==> src/rtl/alu_sequencer_if.sv <==
// Request/response and external-ALU signal bundle for alu_sequencer.
// master = requester plus the combinational ALU; slave = the sequencer.
interface alu_sequencer_if;
   logic        req_valid;
   logic        req_ready;
   logic [5:0]  opcode;
   logic [5:0]  funct;
   logic [31:0] operand_a;
   logic [31:0] operand_b;
   logic [3:0]  alu_control;
   logic [31:0] alu_a;
   logic [31:0] alu_b;
   logic [31:0] alu_result;
   logic        alu_zero;
   logic        rsp_valid;
   logic        rsp_ready;
   logic [31:0] rsp_data;
   logic        rsp_branch_taken;
   logic        rsp_error;
   logic [31:0] hi;
   logic [31:0] lo;

   modport master (
      output req_valid, opcode, funct, operand_a, operand_b, alu_result, alu_zero, rsp_ready,
      input  req_ready, alu_control, alu_a, alu_b, rsp_valid, rsp_data, rsp_branch_taken,
             rsp_error, hi, lo
   );

   modport slave (
      input  req_valid, opcode, funct, operand_a, operand_b, alu_result, alu_zero, rsp_ready,
      output req_ready, alu_control, alu_a, alu_b, rsp_valid, rsp_data, rsp_branch_taken,
             rsp_error, hi, lo
   );
endinterface

==> src/rtl/alu_sequencer.sv <==
// Sequences MIPS add/sub/slt/beq/bne/addi (plus shift-add multu when ALU_SEQ_MULT_EN is defined) onto an
// external ALU; one op in flight, response consumable 2 edges after accept (multu 34), held until rsp_ready.
module alu_sequencer (
   input  logic           clock,
   input  logic           reset_n,
   alu_sequencer_if.slave bus
);

   localparam logic [3:0] CTL_NONE = 4'b0000;
   localparam logic [3:0] CTL_ADD  = 4'b0010;
   localparam logic [3:0] CTL_SUB  = 4'b0110;
   localparam logic [3:0] CTL_SLT  = 4'b0111;

   localparam logic [5:0] OP_RTYPE = 6'b000000;
   localparam logic [5:0] OP_BEQ   = 6'b000100;
   localparam logic [5:0] OP_BNE   = 6'b000101;
   localparam logic [5:0] OP_ADDI  = 6'b001000;

`ifdef ALU_SEQ_MULT_EN
   typedef enum logic [1:0] {IDLE, EXEC, MULT, RESP} state_t;
`else
   typedef enum logic [1:0] {IDLE, EXEC, RESP} state_t;
`endif

   state_t      state_q, state_d;
   logic        armed_q;
   logic [5:0]  opcode_q;
   logic [5:0]  funct_q;
   logic [31:0] a_q;
   logic [31:0] b_q;
   logic [31:0] rsp_data_q;
   logic        rsp_taken_q;
   logic        rsp_error_q;
   logic [3:0]  exec_ctl;
   logic        accept;

   function automatic logic [3:0] decode(input logic [5:0] op, input logic [5:0] fn);
      logic [3:0] ctl;
      ctl = CTL_NONE;
      case (op)
         OP_RTYPE: begin
            case (fn)
               6'b100000, 6'b100001: ctl = CTL_ADD;
               6'b100010, 6'b100011: ctl = CTL_SUB;
               6'b101010:            ctl = CTL_SLT;
               default:              ctl = CTL_NONE;
            endcase
         end
         OP_BEQ, OP_BNE: ctl = CTL_SUB;
         OP_ADDI:        ctl = CTL_ADD;
         default:        ctl = CTL_NONE;
      endcase
      return ctl;
   endfunction

   assign exec_ctl = decode(opcode_q, funct_q);
   // armed_q keeps req_ready low until the first edge after reset release
   assign accept   = (state_q == IDLE) && armed_q && bus.req_valid;

`ifdef ALU_SEQ_MULT_EN
   localparam logic [5:0] FN_MULTU = 6'b011001;

   logic [31:0] hi_q;
   logic [31:0] lo_q;
   logic [5:0]  step_q;
   logic        is_multu;
   logic        carry;

   assign is_multu = (bus.opcode == OP_RTYPE) && (bus.funct == FN_MULTU);
   assign carry    = bus.alu_result < hi_q;
   assign bus.hi   = hi_q;
   assign bus.lo   = lo_q;

   // lo holds the multiplier and shifts out one bit per step; b_q is the multiplicand
   always_ff @(posedge clock or negedge reset_n) begin
      if (!reset_n) begin
         hi_q   <= '0;
         lo_q   <= '0;
         step_q <= '0;
      end else if (accept && is_multu) begin
         hi_q   <= '0;
         lo_q   <= bus.operand_a;
         step_q <= '0;
      end else if ((state_q == MULT) && (step_q != 6'd32)) begin
         {hi_q, lo_q} <= {carry, bus.alu_result, lo_q[31:1]};
         step_q       <= step_q + 6'd1;
      end
   end
`else
   assign bus.hi = '0;
   assign bus.lo = '0;
`endif

   always_ff @(posedge clock or negedge reset_n) begin
      if (!reset_n) begin
         state_q <= IDLE;
      end else begin
         state_q <= state_d;
      end
   end

   always_comb begin
      state_d         = state_q;
      bus.req_ready   = 1'b0;
      bus.rsp_valid   = 1'b0;
      bus.alu_control = CTL_NONE;
      bus.alu_a       = '0;
      bus.alu_b       = '0;
      case (state_q)
         IDLE: begin
            bus.req_ready = armed_q;
            if (accept) begin
               state_d = EXEC;
`ifdef ALU_SEQ_MULT_EN
               if (is_multu) state_d = MULT;
`endif
            end
         end
         EXEC: begin
            bus.alu_control = exec_ctl;
            bus.alu_a       = a_q;
            bus.alu_b       = b_q;
            state_d         = RESP;
         end
`ifdef ALU_SEQ_MULT_EN
         MULT: begin
            bus.alu_control = CTL_ADD;
            bus.alu_a       = hi_q;
            bus.alu_b       = lo_q[0] ? b_q : '0;
            if (step_q == 6'd32) state_d = RESP;
         end
`endif
         RESP: begin
            bus.rsp_valid = 1'b1;
            if (bus.rsp_ready) state_d = IDLE;
         end
         default: state_d = IDLE;
      endcase
   end

   always_ff @(posedge clock or negedge reset_n) begin
      if (!reset_n) begin
         armed_q     <= 1'b0;
         opcode_q    <= '0;
         funct_q     <= '0;
         a_q         <= '0;
         b_q         <= '0;
         rsp_data_q  <= '0;
         rsp_taken_q <= 1'b0;
         rsp_error_q <= 1'b0;
      end else begin
         armed_q <= 1'b1;
         if (accept) begin
            opcode_q <= bus.opcode;
            funct_q  <= bus.funct;
            a_q      <= bus.operand_a;
            b_q      <= bus.operand_b;
         end
         if (state_q == EXEC) begin
            rsp_data_q  <= (exec_ctl == CTL_NONE) ? '0 : bus.alu_result;
            rsp_taken_q <= (opcode_q == OP_BEQ) ? bus.alu_zero :
                           (opcode_q == OP_BNE) ? ~bus.alu_zero : 1'b0;
            rsp_error_q <= (exec_ctl == CTL_NONE);
         end
`ifdef ALU_SEQ_MULT_EN
         if ((state_q == MULT) && (step_q == 6'd32)) begin
            rsp_data_q  <= lo_q;
            rsp_taken_q <= 1'b0;
            rsp_error_q <= 1'b0;
         end
`endif
      end
   end

   assign bus.rsp_data         = rsp_data_q;
   assign bus.rsp_branch_taken = rsp_taken_q;
   assign bus.rsp_error        = rsp_error_q;

endmodule
==> src/flat_wrapper.sv <==
// flat-port wrapper written by rule: the top's interface ports become plain ports
module alu_sequencer_flat 
  (clock, reset_n, bus_req_valid, bus_opcode, bus_funct, bus_operand_a, bus_operand_b, bus_alu_result, bus_alu_zero, bus_rsp_ready, bus_req_ready, bus_alu_control, bus_alu_a, bus_alu_b, bus_rsp_valid, bus_rsp_data, bus_rsp_branch_taken, bus_rsp_error, bus_hi, bus_lo);
  alu_sequencer_if bus_i ();
  input  logic clock;
  input  logic reset_n;
  input wire logic [$bits(bus_i.req_valid)-1:0] bus_req_valid;
  input wire logic [$bits(bus_i.opcode)-1:0] bus_opcode;
  input wire logic [$bits(bus_i.funct)-1:0] bus_funct;
  input wire logic [$bits(bus_i.operand_a)-1:0] bus_operand_a;
  input wire logic [$bits(bus_i.operand_b)-1:0] bus_operand_b;
  input wire logic [$bits(bus_i.alu_result)-1:0] bus_alu_result;
  input wire logic [$bits(bus_i.alu_zero)-1:0] bus_alu_zero;
  input wire logic [$bits(bus_i.rsp_ready)-1:0] bus_rsp_ready;
  output wire logic [$bits(bus_i.req_ready)-1:0] bus_req_ready;
  output wire logic [$bits(bus_i.alu_control)-1:0] bus_alu_control;
  output wire logic [$bits(bus_i.alu_a)-1:0] bus_alu_a;
  output wire logic [$bits(bus_i.alu_b)-1:0] bus_alu_b;
  output wire logic [$bits(bus_i.rsp_valid)-1:0] bus_rsp_valid;
  output wire logic [$bits(bus_i.rsp_data)-1:0] bus_rsp_data;
  output wire logic [$bits(bus_i.rsp_branch_taken)-1:0] bus_rsp_branch_taken;
  output wire logic [$bits(bus_i.rsp_error)-1:0] bus_rsp_error;
  output wire logic [$bits(bus_i.hi)-1:0] bus_hi;
  output wire logic [$bits(bus_i.lo)-1:0] bus_lo;
  assign bus_i.req_valid = bus_req_valid;
  assign bus_i.opcode = bus_opcode;
  assign bus_i.funct = bus_funct;
  assign bus_i.operand_a = bus_operand_a;
  assign bus_i.operand_b = bus_operand_b;
  assign bus_i.alu_result = bus_alu_result;
  assign bus_i.alu_zero = bus_alu_zero;
  assign bus_i.rsp_ready = bus_rsp_ready;
  assign bus_req_ready = bus_i.req_ready;
  assign bus_alu_control = bus_i.alu_control;
  assign bus_alu_a = bus_i.alu_a;
  assign bus_alu_b = bus_i.alu_b;
  assign bus_rsp_valid = bus_i.rsp_valid;
  assign bus_rsp_data = bus_i.rsp_data;
  assign bus_rsp_branch_taken = bus_i.rsp_branch_taken;
  assign bus_rsp_error = bus_i.rsp_error;
  assign bus_hi = bus_i.hi;
  assign bus_lo = bus_i.lo;
  alu_sequencer u_core (.clock(clock), .reset_n(reset_n), .bus(bus_i));
endmodule
==> config.mk <==
export PLATFORM = sky130hd
export DESIGN_NAME = alu_sequencer_flat
export DESIGN_NICKNAME = d
export VERILOG_FILES = /design/src/rtl/alu_sequencer_if.sv /design/src/rtl/alu_sequencer.sv /design/src/flat_wrapper.sv
export SDC_FILE = /design/constraint.sdc
export NUM_CORES = 1
export LEC_CHECK = 0
export CORE_ASPECT_RATIO = 0.5
export CORE_MARGIN = 2
export CORE_UTILIZATION = 40
export DETAILED_ROUTE_END_ITERATION = 12
export PLACE_DENSITY_LB_ADDON = 0.08
export RECOVER_POWER = 25
export SYNTH_ARGS = -nofsm -noshare
export SYNTH_HDL_FRONTEND = slang
export SYNTH_SLANG_ARGS = --single-unit
==> constraint.sdc <==
create_clock -name clock -period 2 [get_ports clock]
set_clock_uncertainty 0.2 [all_clocks]
set_input_delay 0.2 -clock clock [delete_from_list [all_inputs] [get_ports clock]]
set_output_delay 0.2 -clock clock [all_outputs]
set_load 0.05 [all_outputs]
== Word level (Yosys, flattened, before mapping) ==
Cells that the tools add are included.
Cells by class
  equal/unequal tests: 12
  reduce and logical (&&, ||, !) cells: 9
  mux-type cells: 13
  bitwise logic cells: 1
Operators with widths (count)
  $mux 32: 3
  $eq 6x6->1 const B: 5
  $pmux 3 s3: 2
  $eq 6x3->1 const B: 2
  $eq 6x4->1 const B: 1
  $logic_not 6->1: 1
  $pmux 2 s3: 1
  $reduce_or 2->1: 3
  $logic_not 4->1: 1
  $mux 1: 4
  $mux 2: 2
  $mux 3: 1
  $eq 2x1->1 const B: 1
  $eq 2x2->1 const B: 1
  $logic_and 1x1->1: 2
  $logic_not 2->1: 1
  $ne 2x1->1 const B: 1
  $ne 2x2->1 const B: 1
  $reduce_and 2->1: 1
  $not 1->1: 1
Word-level totals
  output and inout bits: 168
  input port bits: 113
  flip-flop bits (word level): 113
  logic and storage cells: 44

== Depth between registers and ports, before layout ==
Gate-level depths: netlist (run 1).
  depth in word-level cells: 6
  gate-level depth with buffers: 7
  mapped depth without buffers: 4

== Least setup slack after synthesis (run 1) ==
OpenSTA, ideal clock, no wires.
  path kind: register -> output
  from: register u_core.state_q[1]
  to: output bus_alu_control[0]
  path slack: -928 ps
  data required time: 1600 ps
  cell stages (with the launch flop): 6
  data arrival time: 2528 ps
  path buffers: 2
  cells stage by stage: dfrtp_1 nor2b_1 buf_2 buf_2 nand2_1 nor4b_1
On the way
  word-level cells in the longest chain between the ends: 2
Ends and longest elaborated chain
  start: declaration: RTL line alu_sequencer.sv:25  | state_t state_q, state_d;
  start signal: assignment: RTL line alu_sequencer.sv:98  | state_q <= state_d;
  $eq 2x1->1: RTL line alu_sequencer.sv:109  | case (state_q)
  $mux 3: RTL line alu_sequencer.sv:109
  end: declaration: RTL line flat_wrapper.sv:16  | output wire logic [$bits(bus_i.alu_control)-1:0] bus_alu_control;
No other way between the ends.

== Final worst setup path (run 1) ==
  from: register u_core.opcode_q[3]
  to: output bus_alu_control[0]
On the way
  word-level cells in the longest chain between the ends: 4
  elaborated cells on any way between the ends: 7
  classes of those cells: eq/ne: 3; mux: 2; reduce/logical: 2
Ends and longest elaborated chain
  start: declaration: RTL line alu_sequencer.sv:27  | logic [5:0] opcode_q;
  start signal: assignment: RTL line alu_sequencer.sv:154  | opcode_q <= bus.opcode;
  $eq 6x3->1: RTL line alu_sequencer.sv:40  | case (op)
  $reduce_or 2->1: RTL line alu_sequencer.sv:40
  $pmux 3 s3 *: RTL line alu_sequencer.sv:40
  $mux 3 *: RTL line alu_sequencer.sv:109
Mark *: on every way between the ends. The rest lies on a longest branch, timed or not.

==> impl_metrics.toml, run 1 <==
[route]
viasPerCell = 4.48
drc = 0
first_pass_iters = 4
wl_per_cell_um = 15.8
drtIter0Drc = 130
via_count = 4076
routed_wirelength_um = 14400
ant_nets = 0

[clocking]
cts_root_buf = "clkbuf_16"
cts_tree = "done"
clk_latency_ns = 0.40
cts.clk_slew.worst_paths_ns = 0.06
htree_levels = 4
clock-sinks = 113
cts_buffers = 17
cts_buffer_depth = 2

[power]
clkPwrFrac_pct = 34.2
p_int_mw = 6.45
share_seq_of_total_power_pct = 33.1
switching_share_pct = 31.4
power_frac_comb_pct = 32.7
p_switching_mw = 2.95
p_per_area_mw_per_mm2 = 998
leakage_nw = 4.27
vdd_drop_max_mv = 0.470

[worst_setup_path]
crit_path_end_kind = "output pin"
crit_slowest_cell = "dfrtp_1"
reg2reg_from = "u_core.state_q[1]"
worstSetupStartpoint = "u_core.opcode_q[3]"
worstPathCellList = "nor4_4 -> nand2_2 -> nor4b_4 -> buf_12"
crit_family = "simple AND/OR/NAND/NOR gates"
cp.arrival_ns = 1.81
crit_required_ns = 1.60
cp.depth = 4
critPathMaxFanout = 3
startpoint_type = "flip-flop"
reg2reg_slack_ns = 0.07
cpPeakStageDelay_ns = 0.43
reg2reg_depth = 5
crit_type = "reg2out"
r2r-end = "u_core.b_q[2]"
endpoint = "bus_alu_control[0]"
critPathBufInv = 1

[die]
die_height_um = 86.4
die_area_sq_mm = 0.0146
start_util_pct = 40.5
rows = 30
fp.dieW_um = 169
core_sq_mm = 0.0134
io_pins = 281

[sta]
setup_viol = 61
finalHoldViolCount = 0
tightest_slew_ns = 0.940
fin_setup_tns_ns = -4.97
maxSlewHeadroom_pct = 37.3
rsz0062_at_grt = "true"
fmax_mhz = 453
layout_setup_ws_ns = -0.208
slew_violations = 0
min_period_ns = 2.21
period_share_pct = 110

[grt]
grt.overflow.total = 0
antenna_found_initial = 0
grt_pass1_vias = 4063
grt_pass1_wl_um = 21000
track_usage_pct = 18.8
grt_start_max_net_pins = 37

[place]
dp_worst_setup_slack_ns = 0.168
hpwl_um = 9790
routabilityCongestion = 0.766
port_buffers = 215

[logic_synthesis]
yosys.cell_types.count = 27
synth.avg_cell_area_sq_um = 11.5
netlist_area_sq_mm = 0.00543
ys_ff_latch = 113
ys_top_cells_by_area = "dfrtp_1 52%, mux2_2 12%, buf_4 10%, and2_1 7.4%, nand2_1 4.8%"
ys_seq_area_share_pct = 52.1
synth_top_cell_area_share_pct = 52.1
synth_cells = 472
yosys_warnings = 0
yosys.area.top_type = "dfrtp_1"

[finish]
final_common_cell = "clkdlybuf4s50_1"
n_antenna_cell = 0
nets = 835
layout_common_cells = "127 x clkdlybuf4s50_1, 112 x dfrtp_1, 73 x buf_12"
drive_gt1_share_pct = 40.6
areaGrowthSynthToFinish_pct = 73.6

[run]
maxCapViolations = 0

[outcome]
violations = "negative setup slack"
status = "finished, violations left"

[hold_path]
hold_class = "in2reg"
## cell families (layout without fill, tap and decap cells)
family                 after synthesis  count (layout)  synth area share [%]
AND/OR/NAND/NOR                    147             147                  14.0
flip-flops                         113             113                  52.1
buffers and inverters               94             292                  12.7
multiplexers                        77              77                  17.2
AO/OA/AOI/OAI                       38              38                  3.74
other                                2              66                 0.138
XOR/XNOR                             1               1                 0.161
## power groups by stage
stage	Sequential (mW)	Combinational [mW]	Clock, mW
2_1_floorplan	3.33	1.58	0
3_3_place_gp	3.09	2.80	0
3_5_place_dp	3.11	2.84	0
4_1_cts	3.11	3.01	3.27
5_1_grt	3.18	3.22	3.38
6_report	3.11	3.07	3.22
## through the flow
stage | util (%) | instances | power (mW) | hold slack [ns] | area, sq um
5_1_grt | 70.3 | 910 | 9.78 | 0.153 | 9420
2_1_floorplan | - | 536 | 4.90 | -0.296 | 5690
3_3_place_gp | 61.5 | 851 | 5.90 | 0.00676 | 8240
4_1_cts | 68.6 | 893 | 9.39 | 0.116 | 9190
6_report | 70.3 | 910 | 9.40 | 0.147 | 9420
3_5_place_dp | 61.5 | 851 | 5.95 | 0.00588 | 8240
## registers in the layout, indices dropped and copies added (netlist names)
| register | count |
|---|---|
| u_core.state_q | 2 |
| u_core.opcode_q | 6 |
| u_core.bus.rsp_data | 32 |
| u_core.armed_q | 1 |
| u_core.b_q | 32 |
| u_core.a_q | 32 |
| u_core.bus.rsp_branch_taken | 1 |
| u_core.funct_q | 6 |
| u_core.bus.rsp_error | 1 |
## tightest hold or removal path, stage by stage
cell,delay (ns)
clkdlybuf4s50_1,0.40
nand2_1,0.06
o21ai_1,0.05
## worst min-delay path by stage
stage                             startpoint                 endpoint  slack, ns  cells past startpoint
after global routing       bus_alu_result[2]   u_core.bus.rsp_data[2]       0.15                      3
after floorplan                      reset_n            u_core.a_q[0]      -0.30                      0
after detailed placement             reset_n           u_core.a_q[20]      0.006                      1
after CTS                            reset_n           u_core.a_q[20]       0.12                      2
final                     bus_alu_result[24]  u_core.bus.rsp_data[24]       0.15                      3
after global placement               reset_n           u_core.a_q[20]      0.007                      1
## synth_stat cells, drive strengths merged
master / count
dfrtp: 113
buf: 80
mux2: 77
nand2: 69
and2: 65
o21ai: 36
clkbuf: 12
nor2: 4
conb: 2
inv: 2
nand2b: 2
a31oi: 1
a32oi: 1
and3: 1
nand3: 1
nor2b: 1
nor3: 1
nor3b: 1
nor4: 1
nor4b: 1
xor2: 1
## repair_timing
item	in CTS	in global routing
gates cloned	3	8
endpoints found under the setup margin	64	69
pin swaps	56	2
hold buffers	1	0
gates resized for setup	68	19
endpoints found under the hold margin	101	0
setup buffers	7	10
## layout make-up
type	instances	area, sq um
Timing Repair Buffer	259	3380
Clock buffer	21	470
Fill cell	960	3980
Clock inverter	10	158
Inverter	2	7.51
Sequential cell	113	2830
Tap cell	176	220
Multi-Input combinational cell	329	2360
## per-layer routing
metal | global-route usage (%) | part of all wire (%) | routed length, um | up-vias
met3 | 7.40 | 7.0 | 1000 | 7
li1 | - | - | - | 1910
met5 | 0 | 0 | 0 | -
met1 | 21.2 | 38 | 5530 | 2027
met4 | 5.96 | 0.61 | 88 | 0
met2 | 33.3 | 54 | 7760 | 132
No activity file was read; power rests on OpenSTA's default activity.
==> run 2, diff against run 1 <==
- CAP_MARGIN: default -> 0
- PLACE_DENSITY: default -> 0.85
- PLACE_DENSITY_LB_ADDON: 0.08 -> default
==> run 2 against run 1 <==
  * Critical path type unchanged
  * Register-to-register slack got worse by 0.29 ns
  * Setup slack worse by 0.094 ns
  * Global-route usage up 5.8 points
  * Cell count rose by 2.1%
  * The run still ends with negative setup slack left
  * Sequential share of layout area is 1.7 points lower
  * Sequential power increased by 4%
  * Largest power group is now combinational logic
  * Via count grew 21%
  * Highest routed layer unchanged
  * Fmax fell by 4.1%
  * Power up 7.4%
==> impl_metrics.toml, run 2 (same netlist as run 1, synthesis figures left out) <==
[finish]
drive_gt1_share_pct = 42.2
fin_area_sq_mm = 0.0100
final_core_util_pct = 74.6
layout_common_cells = "115 x clkdlybuf4s50_1, 112 x dfrtp_1, 74 x buf_12"
fill_cells = 653
areaGrowthSynthToFinish_pct = 84.3
nets = 854
n_antenna_cell = 0
final_common_cell = "clkdlybuf4s50_1"
final_cells = 929

[power]
vdd_drop_max_mv = 0.430
leakage_nw = 4.90
p_per_area_mw_per_mm2 = 1010
fin_total_pwr_mw = 10.1

[worst_setup_path]
crit_family = "simple AND/OR/NAND/NOR gates"
critPathBufInv = 1
worstSetupStartpoint = "u_core.opcode_q[2]"
crit_required_ns = 1.60
crit_slowest_cell = "dfrtp_1"
crit_type = "reg2out"
cp.arrival_ns = 1.90
reg2reg_depth = 7
cp.depth = 5
reg2reg_slack_ns = -0.22
reg2reg_from = "u_core.state_q[1]"
critPathMaxFanout = 3
r2r-end = "u_core.opcode_q[3]"
startpoint_type = "flip-flop"
worstPathCellList = "nor2_2 -> and3_4 -> nand2_2 -> nor4b_4 -> buf_12"
crit_path_end_kind = "output pin"
cpPeakStageDelay_ns = 0.42
endpoint = "bus_alu_control[0]"

[hold_path]
hold_class = "in2reg"

[grt]
grt_pass1_vias = 4634
track_usage_pct = 24.6
grt.overflow.total = 0
antenna_found_initial = 0
grt_pass1_wl_um = 26800
grt_start_max_net_pins = 42

[sta]
min_period_ns = 2.30
tightest_slew_ns = 0.922
setup_viol = 161
fin_setup_tns_ns = -20.74
finalHoldViolCount = 0
rsz0062_at_grt = "true"
slew_violations = 0
fmax_mhz = 434
layout_setup_ws_ns = -0.302
maxSlewHeadroom_pct = 38.5
period_share_pct = 115

[route]
drtIter0Drc = 327
wl_met2_um = 12000
wl_per_cell_um = 26.0
ant_nets = 0
routed_wirelength_um = 24200
wl_met1_um = 8930
via_count = 4938
first_pass_iters = 5
dr_wl_met3_um = 1720
viasPerCell = 5.32
drc = 0
dr.max_layer_used = "met4"

[place]
placed_cell_area_sq_mm = 0.00821
port_buffers = 215
hpwl_um = 10800
place_inst = 846
routabilityCongestion = 0.822

[clocking]
cts_buffers = 17
cts_buffer_depth = 2
clk_latency_ns = 0.41
cts_tree = "done"
clock-sinks = 113
htree_levels = 4
cts.clk_slew.worst_paths_ns = 0.06
cts_root_buf = "clkbuf_16"

[die]
start_util_pct = 40.5
die_area_sq_mm = 0.0146
rows = 30
core_sq_mm = 0.0134
fp.dieW_um = 169
io_pins = 281
die_height_um = 86.4

[outcome]
violations = "negative setup slack"
status = "finished, violations left"

[run]
maxCapViolations = 0
[run 2: cell count changes in the layout (fill, tap and decap cells not counted), sizes merged]
cell           previous run  this run
bufinv                    4         3
buf                     113       121
clkinv                    3         5
dlymetal6s2s              8        26
clkinvlp                  3         1
clkbuf                   28        34
clkdlybuf4s50           127       115
[run 2: per-layer routing]
| metal | track usage (%) | vias up |
|---|---|---|
| li1 | - | 1959 |
| met2 | 44.7 | 377 |
| met3 | 5.07 | 127 |
| met5 | 0 | - |
| met1 | 27.7 | 2475 |
| met4 | 13.6 | 0 |
[run 2: worst min path at each step]
stage	startpoint	cells past startpoint	slack, ns	end
after global placement	reset_n	1	-0.006	u_core.b_q[29]
after floorplan	reset_n	0	-0.30	u_core.a_q[0]
after detailed placement	reset_n	1	-0.001	u_core.b_q[29]
after global routing	bus_alu_result[23]	3	0.17	u_core.bus.rsp_data[23]
after CTS	reset_n	2	0.12	u_core.b_q[30]
final	bus_alu_result[23]	3	0.14	u_core.bus.rsp_data[23]
[run 2: tightest hold or removal path: cells and delay by family]
family | cells | cell delay, ns
buf+inv | 1 | 0.40
simple gates | 1 | 0.07
compound gates | 1 | 0.05
[run 2: per-stage QoR]
step | hold WS, ns | setup WS [ns]
CTS | 0.124 | -0.283
finish | 0.141 | -0.302
detailed placement | -0.00146 | 0.0874
floorplan | -0.296 | -0.151
global route | 0.165 | -0.377
global placement | -0.00573 | 0.108
[run 2: cell type report]
class | instances | area (sq um) | share of cell area [%]
flip-flops and latches | 113 | 2830 | 28.3
well taps | 176 | 220 | 2.20
repair buffers | 278 | 3820 | 38.2
clock inverters | 9 | 130 | 1.30
multi-input cells | 329 | 2500 | 25.0
inverters | 2 | 7.51 | 0.0751
clock buffers | 22 | 484 | 4.84
[run 2: timing repair]
item	4_1_cts	5_1_grt
pin swaps	38	22
hold endpoints to repair	113	0
hold buffers	1	0
buffers inserted	11	22
setup endpoints to repair	69	175
gates resized for setup	68	106
cloned	8	12
[run 2: where the power goes]
group          internal (mW)  switching [mW]
logic                   1.74            1.88
clock network           2.08            1.17
registers               2.80           0.426
total                   6.62            3.47
==> run 3, diff against run 2 <==
- CORE_MARGIN: 2 -> 1.5
==> run 3 against run 2 <==
  * The flow still finishes with violations (negative setup slack)
  * Largest cell class unchanged
  * Sequential share of layout area rose by 1.3 points
  * Via count fell by 7.1%
  * Power decreased by 2.0%
  * Combinational power decreased by 8.6%
  * Clock power grew 4%
  * Critical endpoint unchanged
  * Critical path depth shrank 1
  * Fmax rose by 4.2%
==> impl_metrics.toml, run 3 (same netlist as run 1, synthesis figures left out) <==
[outcome]
status = "finished, violations left"
violations = "negative setup slack"

[power]
leakage_nw = 4.62
p_per_area_mw_per_mm2 = 1030
vdd_drop_max_mv = 0.704

[clocking]
clock-sinks = 113
cts_buffer_depth = 2
cts_tree = "done"
cts.clk_slew.worst_paths_ns = 0.05
cts_root_buf = "clkbuf_16"
htree_levels = 4
cts_buffers = 17
clk_latency_ns = 0.41

[route]
wl_per_cell_um = 22.3
drc = 0
ant_nets = 0
viasPerCell = 5.08
drtIter0Drc = 385
routed_wirelength_um = 20100
first_pass_iters = 5
via_count = 4586

[sta]
whs_ns = 0.153
tightest_slew_ns = 1.02
maxSlewHeadroom_pct = 32.1
period_share_pct = 110
slew_violations = 0
fin_setup_tns_ns = -9.80
finalHoldViolCount = 0
min_period_ns = 2.21
layout_setup_ws_ns = -0.209
setup_viol = 143
fmax_mhz = 453
rsz0062_at_grt = "true"

[die]
io_pins = 281
start_util_pct = 41.9
fp.dieW_um = 168
die_area_sq_mm = 0.0143
core_sq_mm = 0.0130
die_height_um = 85.4
rows = 29

[finish]
nets = 832
drive_gt1_share_pct = 40.4
n_antenna_cell = 0
layout_common_cells = "111 x clkdlybuf4s50_1, 111 x dfrtp_1, 73 x buf_12"
areaGrowthSynthToFinish_pct = 76.5

[place]
hpwl_um = 11200
port_buffers = 215
dp_worst_setup_slack_ns = 0.172
routabilityCongestion = 0.809

[hold_path]
hp-start = "bus_alu_result[24]"
hold_class = "in2reg"

[grt]
grt_pass1_wl_um = 26400
grt_start_max_net_pins = 45
grt_pass1_vias = 4719
antenna_found_initial = 0
track_usage_pct = 24.8
grt.overflow.total = 0

[worst_setup_path]
reg2reg_slack_ns = -0.13
crit_type = "reg2out"
startpoint_type = "flip-flop"
cp.arrival_ns = 1.81
worstSetupStartpoint = "u_core.opcode_q[1]"
critPathMaxFanout = 3
reg2reg_from = "u_core.state_q[1]"
crit_path_end_kind = "output pin"
crit_required_ns = 1.60

[run]
maxCapViolations = 0
run 3: changes by cell type in the layout (fill, tap and decap cells not counted), sizes merged:
cell and change:
buf -15, bufinv +2, clkbuf -7, clkdlybuf4s50 -4, clkinv -2, clkinvlp +1
dlygate4sd2 +8, dlymetal6s2s -4
run 3: per-layer routing:
metal	wire, um	part of all wire, %	global-route usage (%)	vias to the layer above
met2	10800	54	47.3	302
met1	7050	35	25.3	2298
li1	-	-	-	1904
met4	1090	5.4	12.9	0
met3	1160	5.7	6.67	82
met5	0	0	0	-
run 3: worst max-delay path, cell delays in order (launching register included):
cell and delay (ns):
dfrtp_1 0.42, nor4_4 0.35, nand2_2 0.13, nor4b_4 0.31
buf_12 0.18
run 3: cell type report:
cell class | count | area (sq um)
timing repair buffer | 256 | 3450
fill | 703 | 3380
sequential | 113 | 2830
multi-input combinational | 329 | 2420
clock buffer | 22 | 474
tap | 170 | 213
clock inverter | 10 | 180
inverter | 2 | 7.51
run 3: per-stage QoR:
| stage | instance area (sq um) | power [mW] | util, % | instances |
|---|---|---|---|---|
| floorplan | 5690 | 4.90 | - | 536 |
| global placement | 8190 | 5.87 | 63.2 | 842 |
| detailed placement | 8190 | 5.99 | 63.2 | 842 |
| CTS | 9200 | 9.57 | 71.0 | 886 |
| global route | 9570 | 10.2 | 73.9 | 902 |
| finish | 9570 | 9.90 | 73.9 | 902 |
run 3: repair_timing:
| item | in CTS | in global routing |
|---|---|---|
| hold buffers | 1 | 0 |
| gates cloned | 5 | 4 |
| resized for setup | 69 | 70 |
| pin swaps | 19 | 41 |
| endpoints found under the hold margin | 69 | 0 |
| setup endpoints to repair | 77 | 88 |
| setup buffers | 6 | 14 |
run 3: where the power goes:
group	total, mW	internal (mW)	switching (mW)	leakage (nW)
combinational	3.30	1.55	1.75	2.91
clock	3.40	2.30	1.09	0.316
sequential	3.20	2.80	0.392	1.39
run 3: final timing paths:
check / to / cells after the start
setup reg to reg: u_core.a_q[9] / 6
hold / removal: u_core.bus.rsp_data[24] / 3
min in group asynchronous: u_core.a_q[7] / 2
max in group asynchronous: u_core.b_q[3] / 3
hold reg to reg: u_core.bus.rsp_data[30] / 2
setup / recovery: bus_alu_control[0] / 4
